`config.mk`:
```
export PLATFORM = sky130hd
export DESIGN_NAME = macro_sel_ctrl
export DESIGN_NICKNAME = d
export VERILOG_FILES = /design/src/rtl/macro_sel_ctrl.sv
export SDC_FILE = /design/constraint.sdc
export NUM_CORES = 1
export LEC_CHECK = 0
export ABC_AREA = 1
export CAP_MARGIN = 20
export CORE_AREA = 2 2 193 195
export CTS_CLUSTER_DIAMETER = 40
export DETAILED_ROUTE_END_ITERATION = 8
export DIE_AREA = 0 0 195 197
export GPL_TIMING_DRIVEN = 0
export HOLD_SLACK_MARGIN = 0.05
export SYNTH_ARGS = -nofsm -noshare
export SYNTH_HDL_FRONTEND = slang
export SYNTH_SLANG_ARGS = --single-unit
```
`constraint.sdc`:
```
create_clock -name wb_clk_i -period 1.85 [get_ports wb_clk_i]
set_input_delay 0.185 -clock wb_clk_i [delete_from_list [all_inputs] [get_ports wb_clk_i]]
set_output_delay 0.185 -clock wb_clk_i [all_outputs]
set_load 0.005 [all_outputs]
```
`src/rtl/macro_sel_ctrl.sv`:
```
// ---------------------------------------------------------------------------
// macro_sel_ctrl
//
// Pad owner selector for the user-area test macros that share io_out/io_oeb.
// One macro at a time drives the pads, and its 'active' line is the only one
// asserted. An ownership change is break-before-make: the pads are tri-stated
// and every active line is dropped for a programmable guard interval before
// the new owner is connected.
//
// Register window (16 bytes at BASE_ADDR):
//   0x0 CTRL   [7] enable, [2:0] sel                          (RW)
//   0x4 STATUS [2:0] owner, [5:4] state, [8] busy,
//              [9] sel_err (W1C), [10] busy_err (W1C)
//   0x8 GUARD  [7:0] guard load, a write of 0 stores 1        (RW)
//   0xC SWCNT  [15:0] completed switches into ACTIVE, saturating; any write
//              clears it. Built only when SWITCH_COUNT_EN is defined,
//              otherwise it reads 0 and writes are acked and dropped.
//
// Ports:
//   wb_clk_i, wb_rst_ni      clock, asynchronous active-low reset
//   wbs_*                    Wishbone slave (single-cycle registered ack)
//   io_out_m, io_oeb_m       packed macro pad outputs, macro k at [k*IO_W +: IO_W]
//   io_out, io_oeb           pads of the current owner (io_oeb all 1 when none)
//   active                   one-hot owner enable
//   switch_done              one-cycle pulse when a switch sequence completes
//
// Optional feature macro: SWITCH_COUNT_EN
// ---------------------------------------------------------------------------
module macro_sel_ctrl #(
    parameter int          NUM_MACROS   = 4,
    parameter int          IO_W         = 38,
    parameter int          GUARD_CYCLES = 4,
    parameter logic [31:0] BASE_ADDR    = 32'h3000_0000
) (
    input  logic                          wb_clk_i,
    input  logic                          wb_rst_ni,
    input  logic                          wbs_stb_i,
    input  logic                          wbs_cyc_i,
    input  logic                          wbs_we_i,
    input  logic [3:0]                    wbs_sel_i,
    input  logic [31:0]                   wbs_dat_i,
    input  logic [31:0]                   wbs_adr_i,
    output logic                          wbs_ack_o,
    output logic [31:0]                   wbs_dat_o,
    input  logic [NUM_MACROS*IO_W-1:0]    io_out_m,
    input  logic [NUM_MACROS*IO_W-1:0]    io_oeb_m,
    output logic [IO_W-1:0]               io_out,
    output logic [IO_W-1:0]               io_oeb,
    output logic [NUM_MACROS-1:0]         active,
    output logic                          switch_done
);

    typedef enum logic [1:0] {
        ST_IDLE   = 2'd0,
        ST_ACTIVE = 2'd1,
        ST_DRAIN  = 2'd2,
        ST_GUARD  = 2'd3
    } state_t;

    localparam logic [3:0] NUM_M4    = 4'(NUM_MACROS);
    localparam logic [7:0] GUARD_RST = 8'(GUARD_CYCLES);

    state_t      state_q, state_d;
    logic [2:0]  owner_q, owner_d;
    logic [2:0]  target_q, target_d;
    logic        target_en_q, target_en_d;
    logic [7:0]  ctrl_q, ctrl_d;
    logic [7:0]  guard_load_q, guard_load_d;
    logic [7:0]  guard_cnt_q, guard_cnt_d;
    logic        sel_err_q, sel_err_d;
    logic        busy_err_q, busy_err_d;
    logic        ack_q, ack_d;
    logic [31:0] dat_q, dat_d;
    logic        done_q, done_d;
`ifdef SWITCH_COUNT_EN
    logic [15:0] swcnt_q, swcnt_d;
`endif

    // Bus decode
    logic        hit, accept, wr, rd;
    logic [1:0]  off;
    logic        ctrl_wr, status_wr, guard_wr;
    logic        wr_en;
    logic [2:0]  wr_sel;
    logic        sel_bad, busy, ctrl_ok;
    logic        enter_active;
    logic [15:0] swcnt_rd;
    logic [31:0] rd_data;

    // Bits of the bus that no register uses
    logic unused_bits;
    assign unused_bits = ^{wbs_sel_i[3:1], wbs_dat_i[31:11], wbs_dat_i[8], wbs_adr_i[1:0]};

    assign hit       = wbs_stb_i && wbs_cyc_i && (wbs_adr_i[31:4] == BASE_ADDR[31:4]);
    // ack_q masks the still-asserted strobe of the cycle being acknowledged
    assign accept    = hit && !ack_q;
    assign wr        = accept && wbs_we_i;
    assign rd        = accept && !wbs_we_i;
    assign off       = wbs_adr_i[3:2];
    assign ctrl_wr   = wr && (off == 2'd0) && wbs_sel_i[0];
    assign status_wr = wr && (off == 2'd1);
    assign guard_wr  = wr && (off == 2'd2) && wbs_sel_i[0];
    assign wr_en     = wbs_dat_i[7];
    assign wr_sel    = wbs_dat_i[2:0];
    assign sel_bad   = ({1'b0, wr_sel} >= NUM_M4);
    assign busy      = (state_q == ST_DRAIN) || (state_q == ST_GUARD);
    assign ctrl_ok   = ctrl_wr && !busy && !sel_bad;

    // -----------------------------------------------------------------------
    // Next-state and register logic
    // -----------------------------------------------------------------------
    always_comb begin
        state_d      = state_q;
        owner_d      = owner_q;
        target_d     = target_q;
        target_en_d  = target_en_q;
        ctrl_d       = ctrl_q;
        guard_load_d = guard_load_q;
        guard_cnt_d  = guard_cnt_q;
        done_d       = 1'b0;
        enter_active = 1'b0;

        unique case (state_q)
            ST_IDLE: begin
                if (ctrl_ok && wr_en) begin
                    target_d    = wr_sel;
                    target_en_d = 1'b1;
                    state_d     = ST_DRAIN;
                end
            end
            ST_ACTIVE: begin
                if (ctrl_ok) begin
                    if (wr_en && (wr_sel != owner_q)) begin
                        target_d    = wr_sel;
                        target_en_d = 1'b1;
                        state_d     = ST_DRAIN;
                    end else if (!wr_en) begin
                        target_en_d = 1'b0;
                        state_d     = ST_DRAIN;
                    end
                end
            end
            ST_DRAIN: begin
                guard_cnt_d = guard_load_q;
                state_d     = ST_GUARD;
            end
            ST_GUARD: begin
                // The cycle with count 1 is the last guard cycle
                if (guard_cnt_q <= 8'd1) begin
                    done_d = 1'b1;
                    if (target_en_q) begin
                        state_d      = ST_ACTIVE;
                        owner_d      = target_q;
                        enter_active = 1'b1;
                    end else begin
                        state_d = ST_IDLE;
                    end
                end else begin
                    guard_cnt_d = guard_cnt_q - 8'd1;
                end
            end
            default: state_d = ST_IDLE;
        endcase

        if (ctrl_ok) begin
            ctrl_d = {wr_en, 4'b0000, wr_sel};
        end

        if (guard_wr) begin
            guard_load_d = (wbs_dat_i[7:0] == 8'd0) ? 8'd1 : wbs_dat_i[7:0];
        end

        // Clear first, then set, so a new error in the same cycle survives
        sel_err_d  = (sel_err_q  && !(status_wr && wbs_dat_i[9]))  || (ctrl_wr && sel_bad);
        busy_err_d = (busy_err_q && !(status_wr && wbs_dat_i[10])) || (ctrl_wr && busy);

`ifdef SWITCH_COUNT_EN
        swcnt_d = swcnt_q;
        if (wr && (off == 2'd3)) begin
            swcnt_d = 16'd0;
        end else if (enter_active && (swcnt_q != 16'hFFFF)) begin
            swcnt_d = swcnt_q + 16'd1;
        end
        swcnt_rd = swcnt_q;
`else
        swcnt_rd = 16'd0;
`endif

        unique case (off)
            2'd0:    rd_data = {24'd0, ctrl_q};
            2'd1:    rd_data = {21'd0, busy_err_q, sel_err_q, busy, 2'b00,
                                state_q, 1'b0, owner_q};
            2'd2:    rd_data = {24'd0, guard_load_q};
            default: rd_data = {16'd0, swcnt_rd};
        endcase

        ack_d = accept;
        dat_d = rd ? rd_data : 32'd0;
    end

    always_ff @(posedge wb_clk_i or negedge wb_rst_ni) begin
        if (!wb_rst_ni) begin
            state_q      <= ST_IDLE;
            owner_q      <= 3'd0;
            target_q     <= 3'd0;
            target_en_q  <= 1'b0;
            ctrl_q       <= 8'd0;
            guard_load_q <= GUARD_RST;
            guard_cnt_q  <= 8'd0;
            sel_err_q    <= 1'b0;
            busy_err_q   <= 1'b0;
            ack_q        <= 1'b0;
            dat_q        <= 32'd0;
            done_q       <= 1'b0;
`ifdef SWITCH_COUNT_EN
            swcnt_q      <= 16'd0;
`endif
        end else begin
            state_q      <= state_d;
            owner_q      <= owner_d;
            target_q     <= target_d;
            target_en_q  <= target_en_d;
            ctrl_q       <= ctrl_d;
            guard_load_q <= guard_load_d;
            guard_cnt_q  <= guard_cnt_d;
            sel_err_q    <= sel_err_d;
            busy_err_q   <= busy_err_d;
            ack_q        <= ack_d;
            dat_q        <= dat_d;
            done_q       <= done_d;
`ifdef SWITCH_COUNT_EN
            swcnt_q      <= swcnt_d;
`endif
        end
    end

    // -----------------------------------------------------------------------
    // Pad mux: decoded straight from registered state/owner so the old owner
    // drops in the very cycle DRAIN is entered.
    // -----------------------------------------------------------------------
    logic [NUM_MACROS-1:0] active_w;

    generate
        for (genvar gi = 0; gi < NUM_MACROS; gi++) begin : g_active
            assign active_w[gi] = (state_q == ST_ACTIVE) && (owner_q == 3'(gi));
        end
    endgenerate

    logic [IO_W-1:0] mux_out;
    logic [IO_W-1:0] mux_drive;

    // AND-OR mux; with no owner selected nothing drives, so io_oeb is all 1
    always_comb begin
        mux_out   = '0;
        mux_drive = '0;
        for (int i = 0; i < NUM_MACROS; i++) begin
            if (active_w[i]) begin
                mux_out   = mux_out   | io_out_m[i*IO_W +: IO_W];
                mux_drive = mux_drive | ~io_oeb_m[i*IO_W +: IO_W];
            end
        end
    end

    assign io_out      = mux_out;
    assign io_oeb      = ~mux_drive;
    assign active      = active_w;
    assign switch_done = done_q;
    assign wbs_ack_o   = ack_q;
    assign wbs_dat_o   = dat_q;

endmodule

```
* Yosys cells after proc, flatten, opt, wreduce, memory -nomap -nowiden
Index checks and enable logic that the tools add are counted.
Word-level totals: bits in read-only memories 0, output and inout port bits 114, flip-flop bits (word level) 65, memory bits (writable) 0, latch bits 0, memories kept 0, word-level logic and storage cells 117
Cells by class: bitwise operators 11, div/mod/pow operators 0, order comparisons 2, muxes and demuxes 31, multiply operators 0, eq/ne operators 16, reductions and logical operators 44, add/sub/neg operators 1, shift operators 0
Operators by type and width (count):
- $mux 38 | 8
- $or 38x38->38 | 6
- $not 38->38 | 5
- $pmux 11 s3 | 1
- $mux 32 | 1
- $eq 28x26->1 const B | 1
- $logic_and 1x1->1 | 24
- $mux 8 | 2
- $pmux 8 s2 | 1
- $reduce_and 4->1 | 3
- $mux 2 | 5
- $mux 3 | 3
- $le 8x1->1 const B | 1
- $logic_not 8->1 | 1
- $ne 2x2->1 const B | 4
- $pmux 2 s4 | 1
- $sub 8x1->8 const B | 1
- $mux 1 | 7
- $eq 2x2->1 const B | 3
- $eq 3x2->1 const B | 2
- $logic_not 1->1 | 6
- $pmux 3 s2 | 1
- $eq 2x1->1 const B | 2
- $logic_not 2->1 | 2
- other kinds (11) | 14

* Logic depth before layout (Yosys ltp)
depth in word-level cells 11, gate-level depth with buffers 13

* Least setup slack after synthesis
No wires, ideal clock.
kind reg2reg, from register guard_cnt_q[0], to register owner_q[0], required time 1.725 ns, period minus slack after synthesis 1.544 ns, stages on the path, launching flop included 9, setup slack 0.306 ns, arrival 1.420 ns, path through dfrtp_1 -> inv_1 -> ha_1 -> nor2_1 -> nor3_2 -> inv_1 -> nor2_2 -> nand2_1 -> mux2_2
On the way: word-level cells in the longest chain between the ends 2
Ends and longest elaborated chain:
- from (decl) | RTL line 69 | logic [7:0] guard_cnt_q, guard_cnt_d;
- from (signal assigned) | RTL line 225 | guard_cnt_q <= guard_cnt_d;
- $le 8x1->1 | RTL line 149 | if (guard_cnt_q <= 8'd1) begin
- $reduce_and 3->1 (no source line)
- to (signal assigned) | RTL line 220 | owner_q <= owner_d;
- to (decl) | RTL line 64 | logic [2:0] owner_q, owner_d;
Every way passes these cells. A chain may end at the register's enable or synchronous reset.

* Final worst setup path
from register state_q[0], to output io_out[11]
On the way: word-level cells in the longest chain between the ends 9, elaborated cells on any way between the ends 12
Ends and longest elaborated chain:
- from (decl) | RTL line 63 | state_t state_q, state_d;
- from (signal assigned) | RTL line 219 | state_q <= state_d;
- $eq 2x1->1 * | RTL line 245 | assign active_w[gi] = (state_q == ST_ACTIVE) && (owner_q == 3'(gi));
- $logic_and 1x1->1 | RTL line 245
- $mux 38 | RTL line 257 | if (active_w[i]) begin
- $or 38x38->38 | RTL line 258 | mux_out = mux_out | io_out_m[i*IO_W +: IO_W];
- $mux 38 | RTL line 257
- $or 38x38->38 | RTL line 258
- $mux 38 | RTL line 257
- $or 38x38->38 | RTL line 258
- $mux 38 * | RTL line 257
- to (decl) | RTL line 47 | output logic [IO_W-1:0] io_out,
Every way passes the cells marked *; elsewhere a longest branch is shown, timed or not.

==> run summary <==
Global route
- 6822 — vias in the first global route
- 0 — overall overflow remaining after global route
- 0.131 — Tot GR Track Use
- 37 — pin count of the biggest net entering global routing
- 1 — antenna violations before repair
- 38600 um — first-pass GRT wire length

Power
- 4.57 nW — leakage power
- 286 uV — maximum resistive drop on vdd
- 267 mW/mm^2 — total power density per cell area
- 2.92 mW — total power consumption of the routed design

Synth
- 0 — number of flops mapped to enable cells by yosys
- 0.380 — simple-gate portion of the synthesized area
- 0.191 — compound-cell area share of the yosys netlist
- 0.00876 — xor/xnor cell area share of the yosys netlist
- 0.269 — fraction of post-synthesis cell area in the top cell type by area
- 0.276 — share of the yosys chip area belonging to registers
- sky130_fd_sc_hd__dfrtp_1 — leading area contributor after synthesis
- 44 — number of storage elements in the synthesis netlist
- sky130_fd_sc_hd__dfrtp_1 — leading register cell type out of synthesis
- 40 — Cell variety after synth
- sky130_fd_sc_hd__dfrtp_1, sky130_fd_sc_hd__nand2_1, sky130_fd_sc_hd__o22ai_1 — largest cells by area after synthesis
- 629 — count of mapped cells out of synthesis
- 1.00 — FFs w/ async S/R, synth
- 0.00400 mm^2 — netlist area before placement
- 0 — yosys warns
- 0.0138 — proportion of synthesized area in mux cells
- 6.36 um^2 — Mean Syn Cell Area
- 0.00626 — adder and majority gate portion of the synthesized area
- simple AND/OR/NAND/NOR gates — dominant combinational cell family by area after synthesis

Placement
- 0.896 — Final Wtd Congestion
- 442 — port buffer count
- 21800 um — hpwl dp

Hold path
- primary input to asynchronous set/reset pin — class of the most critical hold timing path

Drt
- 314 — violation count after the first detailed-route iteration
- 17.1 um — detailed-route wire length per cell
- 28200 um — DRT Wirelength
- 4.11 — mean number of vias per cell
- 6778 — number of vias in the routed layout
- 0 — post-detailed-route DRC marker count
- 5 — number of optimization iterations in the first detailed-route pass
- 0 — ANT nets after route

Setup path
- inv_4 > nor2_4 > inv_2 > nor2_4 > nand3_4 > clkinv_4 > buf_12 > clkbuf_16 > nand2_4 > nand4_1 > buf_2 — series of cell instances along the critical path
- flip-flop — kind of start point of the critical path
- sky130_fd_sc_hd__dfrtp_2 — cell with the largest stage delay on the worst path
- state_q[0] — startpoint of the worst setup timing path
- buffers and inverters — kind of cell adding the most delay to the critical path
- 6 — total buffers and inverters traversed by the critical path
- primary output — type of element capturing the critical path
- guard_cnt_q[0] — worst reg2reg path startpoint
- flip-flop to primary output — Worst Setup Path Type
- 2000 ps — Arrival @ worst endpoint
- 1660 ps — Crit path required time
- 7 — peak fanout along the critical path
- sky130_fd_sc_hd__nor2_4 — Most common cell on crit path
- 430 ps — slowest cell delay on critical path

Timing
- true — unrepaired setup endpoints after global routing
- 4.57 ps — worst clock skew
- 0 — final hold vios
- 1.18 — final cycle utilization of the critical path
- -14240 ps — final setup TNS
- -340 ps — Final WS setup
- 0.457 GHz — maximum clock frequency
- 77 — final setup violation count
- 0 — number of pins with negative max-slew slack in the final report
- 2190 ps — post-route minimum period

Final layout
- 173% — relative area change from synthesis to final layout
- 0.00111 mm^2 — flip-flop and latch area
- 3845 — Fill cells
- 0.310 — share of final-layout standard cells stronger than drive strength 1
- 0.00321 mm^2 — area of the multi-input gates
- sky130_fd_sc_hd__clkdlybuf4s50_1, sky130_fd_sc_hd__nand2_1, sky130_fd_sc_hd__nor2_1, sky130_fd_sc_hd__buf_2, sky130_fd_sc_hd__buf_4 — commonest cells after routing, fill and taps aside
- sky130_fd_sc_hd__clkdlybuf4s50_1 — most frequent standard cell in the layout excluding fill and tap cells
- 1557 — post-layout net count

CTS
- sky130_fd_sc_hd__clkbuf_16 — CTS root buffer
- 280 ps — latest clock arrival within the worst-skew pair
- 44 — number of clock sinks seen by CTS
- 2 — htree depth
- 5 — number of clock buffers inserted by TritonCTS
- 2 — number of buffers on the longest clock path
- 60 ps — clock input transition at the sequential cells of the worst setup and hold paths
- yes — TritonCTS clock tree

Die
- 195 um — die extent in x
- 70 — FP Rows
- 0.110 — initial standard-cell utilization of the core
- 0.0384 mm^2 — die area
- 0.0363 mm^2 — placeable core area
- 197 um — y dimension of the die
- 491 — I/O pin count

Status
- complete, but fails checks — run status
- negative setup slack — failing checks

Flow run
- 0 — max cap viols

[sequential cells by signal, summed over array words and instances (netlist names), 2 cells and up]
register,flops
target_q,3
wbs_dat_o,11
guard_cnt_q,8
owner_q,3
guard_load_q,8
state_q,2
ctrl_q,4
[what timing repair did]
action,CTS,global route
cloned,4,2
pin swaps,18,32
setup endpoints to repair,82,98
hold buffers,1,0
setup buffers,52,25
resized for setup,485,126
hold endpoints to repair,8,0
[power by group]
| part | internal, mW | total (mW) | switching, mW |
|---|---|---|---|
| Clock | 0.634 | 0.996 | 0.362 |
| Combinational | 0.702 | 0.959 | 0.257 |
| Sequential | 0.962 | 0.962 | 0.00000000339 |
[path summary, 6_finish.rpt]
| kind | depth (start not counted) | slack (ps) | to |
|---|---|---|---|
| max in group asynchronous | 3 | 1040 | guard_load_q[2] |
| worst max register to register | 9 | 110 | owner_q[0] |
| worst min register to register | 2 | 470 | target_q[2] |
| min in group wb_clk_i | 2 | 470 | target_q[2] |
| worst max-delay path | 11 | -340 | io_out[11] |
| worst min-delay path | 2 | 300 | switch_done |
[cells in the mapped netlist, types with 3 or more instances]
cell type / number
sky130_fd_sc_hd__nor2_1: 74
sky130_fd_sc_hd__a31oi_1: 3
sky130_fd_sc_hd__clkbuf_1: 9
sky130_fd_sc_hd__o21bai_1: 3
sky130_fd_sc_hd__dfrtp_1: 43
sky130_fd_sc_hd__nand4_1: 43
sky130_fd_sc_hd__nand3_1: 11
sky130_fd_sc_hd__o21ai_0: 23
sky130_fd_sc_hd__buf_4: 26
sky130_fd_sc_hd__a21oi_1: 8
sky130_fd_sc_hd__inv_1: 36
sky130_fd_sc_hd__xnor2_1: 3
sky130_fd_sc_hd__buf_2: 19
sky130_fd_sc_hd__nor2_4: 3
sky130_fd_sc_hd__mux2_2: 4
sky130_fd_sc_hd__inv_2: 6
sky130_fd_sc_hd__nand2_1: 207
sky130_fd_sc_hd__o22ai_1: 78
[worst register-to-register path, cell delays in order, from the launching register on]
cell                      delay, ps
sky130_fd_sc_hd__dfrtp_1        410
sky130_fd_sc_hd__inv_1          150
sky130_fd_sc_hd__ha_4           170
sky130_fd_sc_hd__nor2_1          50
sky130_fd_sc_hd__nor3_2         140
sky130_fd_sc_hd__buf_4          150
sky130_fd_sc_hd__inv_1           50
sky130_fd_sc_hd__nor2_2         120
sky130_fd_sc_hd__nand2_2        100
sky130_fd_sc_hd__mux2_2         280
[final cells by class]
cell class,instances,share of cell area
Inverter,42,0.0158
Clock buffer,5,0.0115
Sequential cell,44,0.102
Antenna cell,1,0.000229
Timing Repair Buffer,525,0.457
Tap cell,468,0.0537
Buffer,53,0.0623
Clock inverter,3,0.00390
Multi-Input combinational cell,507,0.294
[kinds of logic (layout without fill, tap and decap cells)]
group / Yosys count / in the layout
other: 1 / 22
buffers and inverters: 98 / 628
muxes: 5 / 5
xor gates and xnor gates: 4 / 4
and+or+nand+nor: 350 / 350
adders and majority gates: 2 / 2
DFF: 44 / 44
AOI/OAI and AO/OA: 125 / 125
[metal layers]
metal	global-route usage	up-vias	share of wire
li1	-	3218	-
met1	0.152	3133	0.38
met2	0.239	374	0.51
met3	0.0246	53	0.074
met4	0.0450	0	0.033
met5	0	-	0
[through the flow]
| stage | utilization | setup slack [ps] | hold WS [ps] | std cells | instance area [um^2] |
|---|---|---|---|---|---|
| 6_report | 0.301 | -340 | 296 | 1648 | 10900 |
| 5_1_grt | 0.301 | -383 | 334 | 1648 | 10900 |
| 4_1_cts | 0.286 | -372 | 299 | 1625 | 10400 |
| 3_5_place_dp | 0.251 | -948 | 67.3 | 1560 | 9100 |
| 3_3_place_gp | 0.251 | -955 | 457 | 1559 | 9080 |
| 2_1_floorplan | - | 306 | -111 | 649 | 4080 |
Power figures use the tool's default switching activity.
==> RTL edit 1 (config.mk and constraints unchanged) <==
Build with the macro `SWITCH_COUNT_EN` defined.
--- a/src/rtl/macro_sel_ctrl.sv
+++ b/src/rtl/macro_sel_ctrl.sv
@@ -27,4 +27,6 @@
 // Optional feature macro: SWITCH_COUNT_EN
 // ---------------------------------------------------------------------------
+`define SWITCH_COUNT_EN
+
 module macro_sel_ctrl #(
     parameter int          NUM_MACROS   = 4,
Check against the original RTL: not equivalent (Yosys sat finds a counterexample within 10 cycles, from zero or initial values and one cycle with wb_rst_ni low).
==> RTL edit 1 against the unedited design <==
  * Area after synthesis increased by 32%
  * Wire length is 24% higher
  * Global-route usage up 3.7 points
  * Setup slack improved by 0.084 ns
  * Sequential cell count increased by 21
  * The run still ends with setup timing left
  * Sequential share of layout area rose by 2.8 points
  * Largest cell class unchanged
  * Design area increased by 16%
  * Power increased by 37%
  * Via count rose by 20%
  * Clock power grew 56%
  * Critical path type unchanged
==> RTL edit 1: results (changes against the unedited design) <==
clock latency at the later pin of the worst-skew pair=0.33 ns (+0.05 ns); Routed wire per std cell=18.9 microns (+10%); Max H-tree Level=3 (+1); Unique masters post-synth=44 (+10%); worst reg2reg endpoint=swcnt_q[1]$_DFFE_PN0P_; NumNets Final=1753 (+13%); vias in the first global route=8233 (+21%); internal power consumption=3.03 mW (+32%); R2R Setup Slk=0.02 ns (-0.09 ns); final HPWL from detailed placement=28.1 mm (+29%); violations in the final reports=setup timing; Static Leak=5.28 nW (+16%); setup_tns=-13.44 ns (+0.805 ns); clock transition at the register clock pins on the worst setup and hold paths after CTS=0.06 ns (about the same); worst stage delay on the critical path=0.45 ns (+0.02 ns); total number of yosys warnings=0 (unchanged); Post-synth top cells=265 x nand2_1, 116 x nor2_1, 81 x o22ai_1, 67 x inv_1, 64 x dfrtp_1; Worst VDD drop=0.356 mV (+24%); Initial DRC Count=472 (+50%); wire length of the first global-routing pass=48.8 mm (+27%); startpoint of the most critical register-to-register path=swcnt_q[1]$_DFFE_PN0P_; least setup slack across all paths after layout=-0.256 ns (+0.0836 ns); Crit. Startpoint=owner_q[0]$_DFFE_PN0P_; number of setup violations in the final report=77 (unchanged); maximum fanout along the worst path=4 (-3); RePlAce Congestion=0.910 (+1.5%); outcome=complete, but fails checks; initial antenna violation count=13 (+12); share of final-layout standard cells stronger than drive strength 1=30.3% (-0.70 points); data arrival time of the critical path=1.92 ns (-0.08 ns); total of buffers placed on input and output ports=446 (+0.90%); worst-case clock skew=0.00393 ns (-0.000646 ns); depth of the most critical reg-to-reg path=11 (+2); Hold Path Class=in2reg; pin count of the biggest net entering global routing=66 (+78%); cell types occupying the most area after synthesis=dfrtp_1 30%, nand2_1 19%, o22ai_1 9.6%; hold endpoint=wbs_dat_o[5]$_DFF_PN0_; Min-Delay Startpoint=wbs_adr_i[3]; global-route usage over all layers=16.8% (+3.7 points); vias post-DR=8105 (+20%); number of clock buffers inserted by TritonCTS=9 (+4); Detailed Routing Iterations Pass 1=5 (unchanged); share of synthesized area occupied by flip-flops and latches=30.8% (+3.2 points)
## RTL edit 1: cell types whose count changed after synthesis, moves of 4 or more
cell      change
nor3_1        +6
o21ai_1       +8
nand3_1      +13
a21oi_1       +9
mux2_2        -4
nand2_4       +4
inv_1        +31
o21ai_0       +6
clkbuf_1      +5
dfrtp_1      +21
nand2_1      +58
nor2_1       +42
inv_2         -4
buf_4         -9
## RTL edit 1: final cells by class
type                    count  area, sq um
fillers                  3802        23600
clock buffers               9          225
flip-flops and latches     65         1640
multi-input cells         658         4170
diodes                      2         5.00
repair buffers            518         5050
well taps                 468          586
plain buffers              50          626
clock inverters             7         47.5
inverters                  71          314
## RTL edit 1: layer usage
layer  vias to the layer above  part of all wire [%]  global-route usage [%]
li1                       3868                     -                       -
met1                      3771                    38                    19.3
met2                       400                    54                    31.6
met3                        66                   6.1                    2.70
met4                         0                   2.7                    5.48
met5                         -                     0                       0
## RTL edit 1: power groups by stage
stage / registers [mW] / clock network (mW) / logic [mW]
after detailed placement: 1.45 / 0 / 0.930
after global routing: 1.43 / 1.63 / 1.07
after CTS: 1.43 / 1.57 / 0.983
after global placement: 1.45 / 0 / 0.930
final: 1.43 / 1.55 / 1.02
after floorplan: 1.45 / 0 / 0.0930
## RTL edit 1: how the worst max path moves through the flow
stage	to	slack, ns	depth (start not counted)
floorplan	swcnt_q[7]$_DFFE_PN0P_	0.06	11
global placement	target_q[2]$_DFFE_PN0P_	-1.60	1
detailed placement	io_out[34]	-1.16	9
CTS	io_oeb[23]	-0.35	10
global route	io_oeb[12]	-0.31	10
finish	io_out[35]	-0.26	9
## RTL edit 1: logic make-up after synthesis
| kind of cell | Yosys count | synth area share [%] |
|---|---|---|
| xor+xnor | 7 | 1.16 |
| flops | 65 | 30.8 |
| simple gates | 480 | 39.2 |
| compound gates | 152 | 17.4 |
| other cells | 1 | 0.0709 |
| buf+inv | 125 | 10.7 |
| fa+ha+maj | 3 | 0.710 |
## RTL edit 1: stage by stage
stage / cell area [sq um] / std cells / power (mW) / setup slack, ns / hold WS [ns]
floorplan: 5350 / 848 / 1.54 / 0.0636 / -0.111
global placement: 10400 / 1762 / 2.38 / -1.60 / 0.451
detailed placement: 10400 / 1762 / 2.38 / -1.16 / 0.337
CTS: 12100 / 1828 / 3.98 / -0.354 / 0.295
global route: 12700 / 1848 / 4.13 / -0.307 / 0.358
finish: 12700 / 1848 / 3.99 / -0.256 / 0.345
## RTL edit 1: what timing repair did
item	4_1_cts	5_1_grt
endpoints found under the hold margin	64	0
hold buffers	1	0
pin swaps	40	55
endpoints found under the setup margin	107	122
buffers inserted	46	16
resized for setup	523	184
cloned	3	7
==> RTL edit 2 (same flow settings) <==
Made on the original files. `dat_q` no longer has a reset.
--- a/src/rtl/macro_sel_ctrl.sv
+++ b/src/rtl/macro_sel_ctrl.sv
@@ -211,5 +211,4 @@
             busy_err_q   <= 1'b0;
             ack_q        <= 1'b0;
-            dat_q        <= 32'd0;
             done_q       <= 1'b0;
 `ifdef SWITCH_COUNT_EN
@@ -227,5 +226,4 @@
             busy_err_q   <= busy_err_d;
             ack_q        <= ack_d;
-            dat_q        <= dat_d;
             done_q       <= done_d;
 `ifdef SWITCH_COUNT_EN
@@ -233,4 +231,8 @@
 `endif
         end
+    end
+
+    always_ff @(posedge wb_clk_i) begin
+        dat_q <= dat_d;
     end
 
Function: changed (Yosys sat finds a counterexample within 4 cycles, from zero or initial values and one cycle with wb_rst_ni low).
==> RTL edit 2 against the unedited design <==
  * The run still ends with setup timing left
  * Combinational power rose by 26%
  * Sequential cell count unchanged
  * Power rose by 9.1%
  * Sequential share of layout area decreased by 0.29 points
  * Setup slack gained 0.046 ns
  * Design area shrank 2.3%
  * Area after synthesis grew 0.97%
  * Wire length decreased by 0.89%
==> RTL edit 2: results (changes against the unedited design) <==
outcome=complete, but fails checks; violations in the final reports=setup timing; proportion of register bits with asynchronous set or reset after synthesis=75.0% (-25 points); Clock Root Buffer=clkbuf_16; Hold Path Class=reg2reg; clock transition at the register clock pins on the worst setup and hold paths after CTS=0.06 ns (about the same); number of hold-repair buffers added at the cts stage=1 (unchanged); total of buffers placed on input and output ports=442 (unchanged); Min-Delay Startpoint=target_q[2]$_DFFE_PN0P_; # fillers=3903 (+1.5%); Initial DRC Count=300 (-4.5%); Detailed Routing Iterations Pass 1=4 (-1); hold endpoint=target_q[2]$_DFFE_PN0P_; multiplexer fraction of the synthesized cell area=0.558% (-0.82 points); Worst VDD drop=0.294 mV (+2.7%); cell types occupying the most area after synthesis=nand2_1 20%, dfrtp_1 20%, o22ai_1 12%; vias in the first global route=6666 (-2.3%); NumNets Final=1546 (-0.71%); vias post-DR=6619 (-2.3%); pin count of the biggest net entering global routing=34 (-8.1%); max reg flops=11 (unchanged); initial antenna violation count=5 (+4); RePlAce Congestion=0.867 (-3.3%); Unique masters post-synth=40 (unchanged); most common flop cell mapped by yosys=dfrtp_1; number of gates given a new drive strength after cts=507 (+4.5%); Routed wire per std cell=17.1 microns (-0.47%); worst-case clock skew=0.00676 ns (+0.00218 ns); global routing usage on met1=14.6% (-0.65 points); clock latency at the later pin of the worst-skew pair=0.29 ns; worst reg2reg endpoint=guard_cnt_q[3]$_DFFE_PN0P_; number of clock buffers inserted by TritonCTS=5 (unchanged); share of synthesized area occupied by flip-flops and latches=25.9% (-1.6 points); library cell contributing the largest single delay on the critical path=dfrtp_1; area of placed instances=9120 sq um (+0.21%); R2R Setup Slk=0.12 ns; cell type with the largest total area after synthesis=nand2_1; global-route usage over all layers=13.3% (+0.21 points); maximum fanout along the worst path=7 (unchanged); Post-CTS Setup Inserts=41 (-21%); total number of yosys warnings=0 (unchanged); Max H-tree Level=2 (unchanged); worst stage delay on the critical path=0.38 ns (-0.05 ns); post-synthesis share of cell area spent on xor and xnor gates=0.651% (-0.23 points); Post-Synth Adder-Cell Area=0.620% (-0.0060 points); compound-cell area share of the yosys netlist=19.3% (+0.25 points); hold-critical path depth=2; met2 usage=25.7% (+1.8 points); met3 usage=2.17% (-0.29 points); Post-synth top cells=219 x nand2_1, 76 x o22ai_1, 72 x nor2_1, 42 x nand4_1, 33 x inv_1; wire length of the first global-routing pass=38.8 mm (+0.46%); final HPWL from detailed placement=22.8 mm (+4.4%); number of setup violations in the final report=77 (unchanged); number of buffers between clock root and the deepest sink=2 (unchanged); Static Leak=4.41 nW (-3.5%); share of final-layout standard cells stronger than drive strength 1=27.7% (-3.2 points); least setup slack across all paths after layout=-0.294 ns (+0.0459 ns); data arrival time of the critical path=1.96 ns (-0.04 ns); depth of the most critical reg-to-reg path=9 (unchanged); startpoint of the most critical register-to-register path=guard_cnt_q[0]$_DFFE_PN0P_
==> RTL edit 2: changes by cell type in the layout (fill, tap and decap cells not counted), sizes merged, moves of 3 or more <==
cell / before / now
dfrtp: 43 / 32
a21oi: 8 / 2
dlygate4sd2: 0 / 3
nand2: 209 / 224
diode: 1 / 5
buf: 187 / 179
o21ai: 24 / 29
o211ai: 1 / 4
clkbuf: 32 / 21
dfxtp: 0 / 11
==> RTL edit 2: critical path, delay by kind of cell (launching register included) <==
kind            cells  cell delay, ns
simple gates        2            0.40
buf+inv             6            0.77
compound gates      1            0.10
flops               1            0.38
==> RTL edit 2: worst max-delay path by stage <==
| stage | startpoint | to | slack (ns) | cells after the start |
|---|---|---|---|---|
| 2_1_floorplan | owner_q[0]$_DFFE_PN0P_ | io_oeb[33] | 0.32 | 7 |
| 3_3_place_gp | state_q[1]$_DFFE_PN0P_ | io_out[36] | -0.98 | 7 |
| 3_5_place_dp | state_q[1]$_DFFE_PN0P_ | io_out[36] | -1.02 | 7 |
| 4_1_cts | state_q[1]$_DFFE_PN0P_ | io_oeb[11] | -0.33 | 9 |
| 5_1_grt | owner_q[0]$_DFFE_PN0P_ | io_oeb[2] | -0.36 | 9 |
| 6_report | owner_q[0]$_DFFE_PN0P_ | io_oeb[36] | -0.29 | 9 |
==> RTL edit 2: per-stage QoR <==
step | utilization (%) | setup TNS, ns | hold slack [ns] | instances | worst slack (ns)
6_report | 29.4 | -16.59 | 0.472 | 1641 | -0.294
5_1_grt | 29.4 | -23.11 | 0.487 | 1640 | -0.364
4_1_cts | 28.6 | -18.12 | 0.469 | 1624 | -0.328
3_5_place_dp | 25.1 | -67.56 | 0.309 | 1568 | -1.02
3_3_place_gp | 25.2 | -69.82 | 0.451 | 1568 | -0.977
2_1_floorplan | - | 0 | -0.111 | 658 | 0.315
==> RTL edit 2: layout make-up <==
cell class / instances / area share (%)
clock inverter: 1 / 0.282
inverter: 41 / 1.66
antenna: 5 / 0.117
multi-input combinational: 516 / 29.6
timing repair buffer: 503 / 45.2
tap: 468 / 5.50
clock buffer: 7 / 1.25
buffer: 56 / 6.52
sequential: 44 / 9.87
==> RTL edit 2: cell families after synthesis <==
kind of cell / Yosys count
other: 1
DFF: 44
and+or+nand+nor: 367
xor gates and xnor gates: 3
buffers and inverters: 98
adders and majority gates: 2
muxes: 2
AOI/OAI and AO/OA: 121
==> RTL edit 2: power breakdown <==
part / total [mW] / leakage, nW / internal (mW) / switching [mW]
Clock: 0.995 / 0.0781 / 0.638 / 0.357
Combinational: 1.21 / 3.80 / 0.837 / 0.371
Sequential: 0.979 / 0.532 / 0.972 / 0.00622
==> RTL edit 2: per-layer routing <==
metal,share of wire (%),wire length (microns)
met1,38,10500
met5,0,0
met2,53,14900
met3,6.2,1740
met4,3.1,856
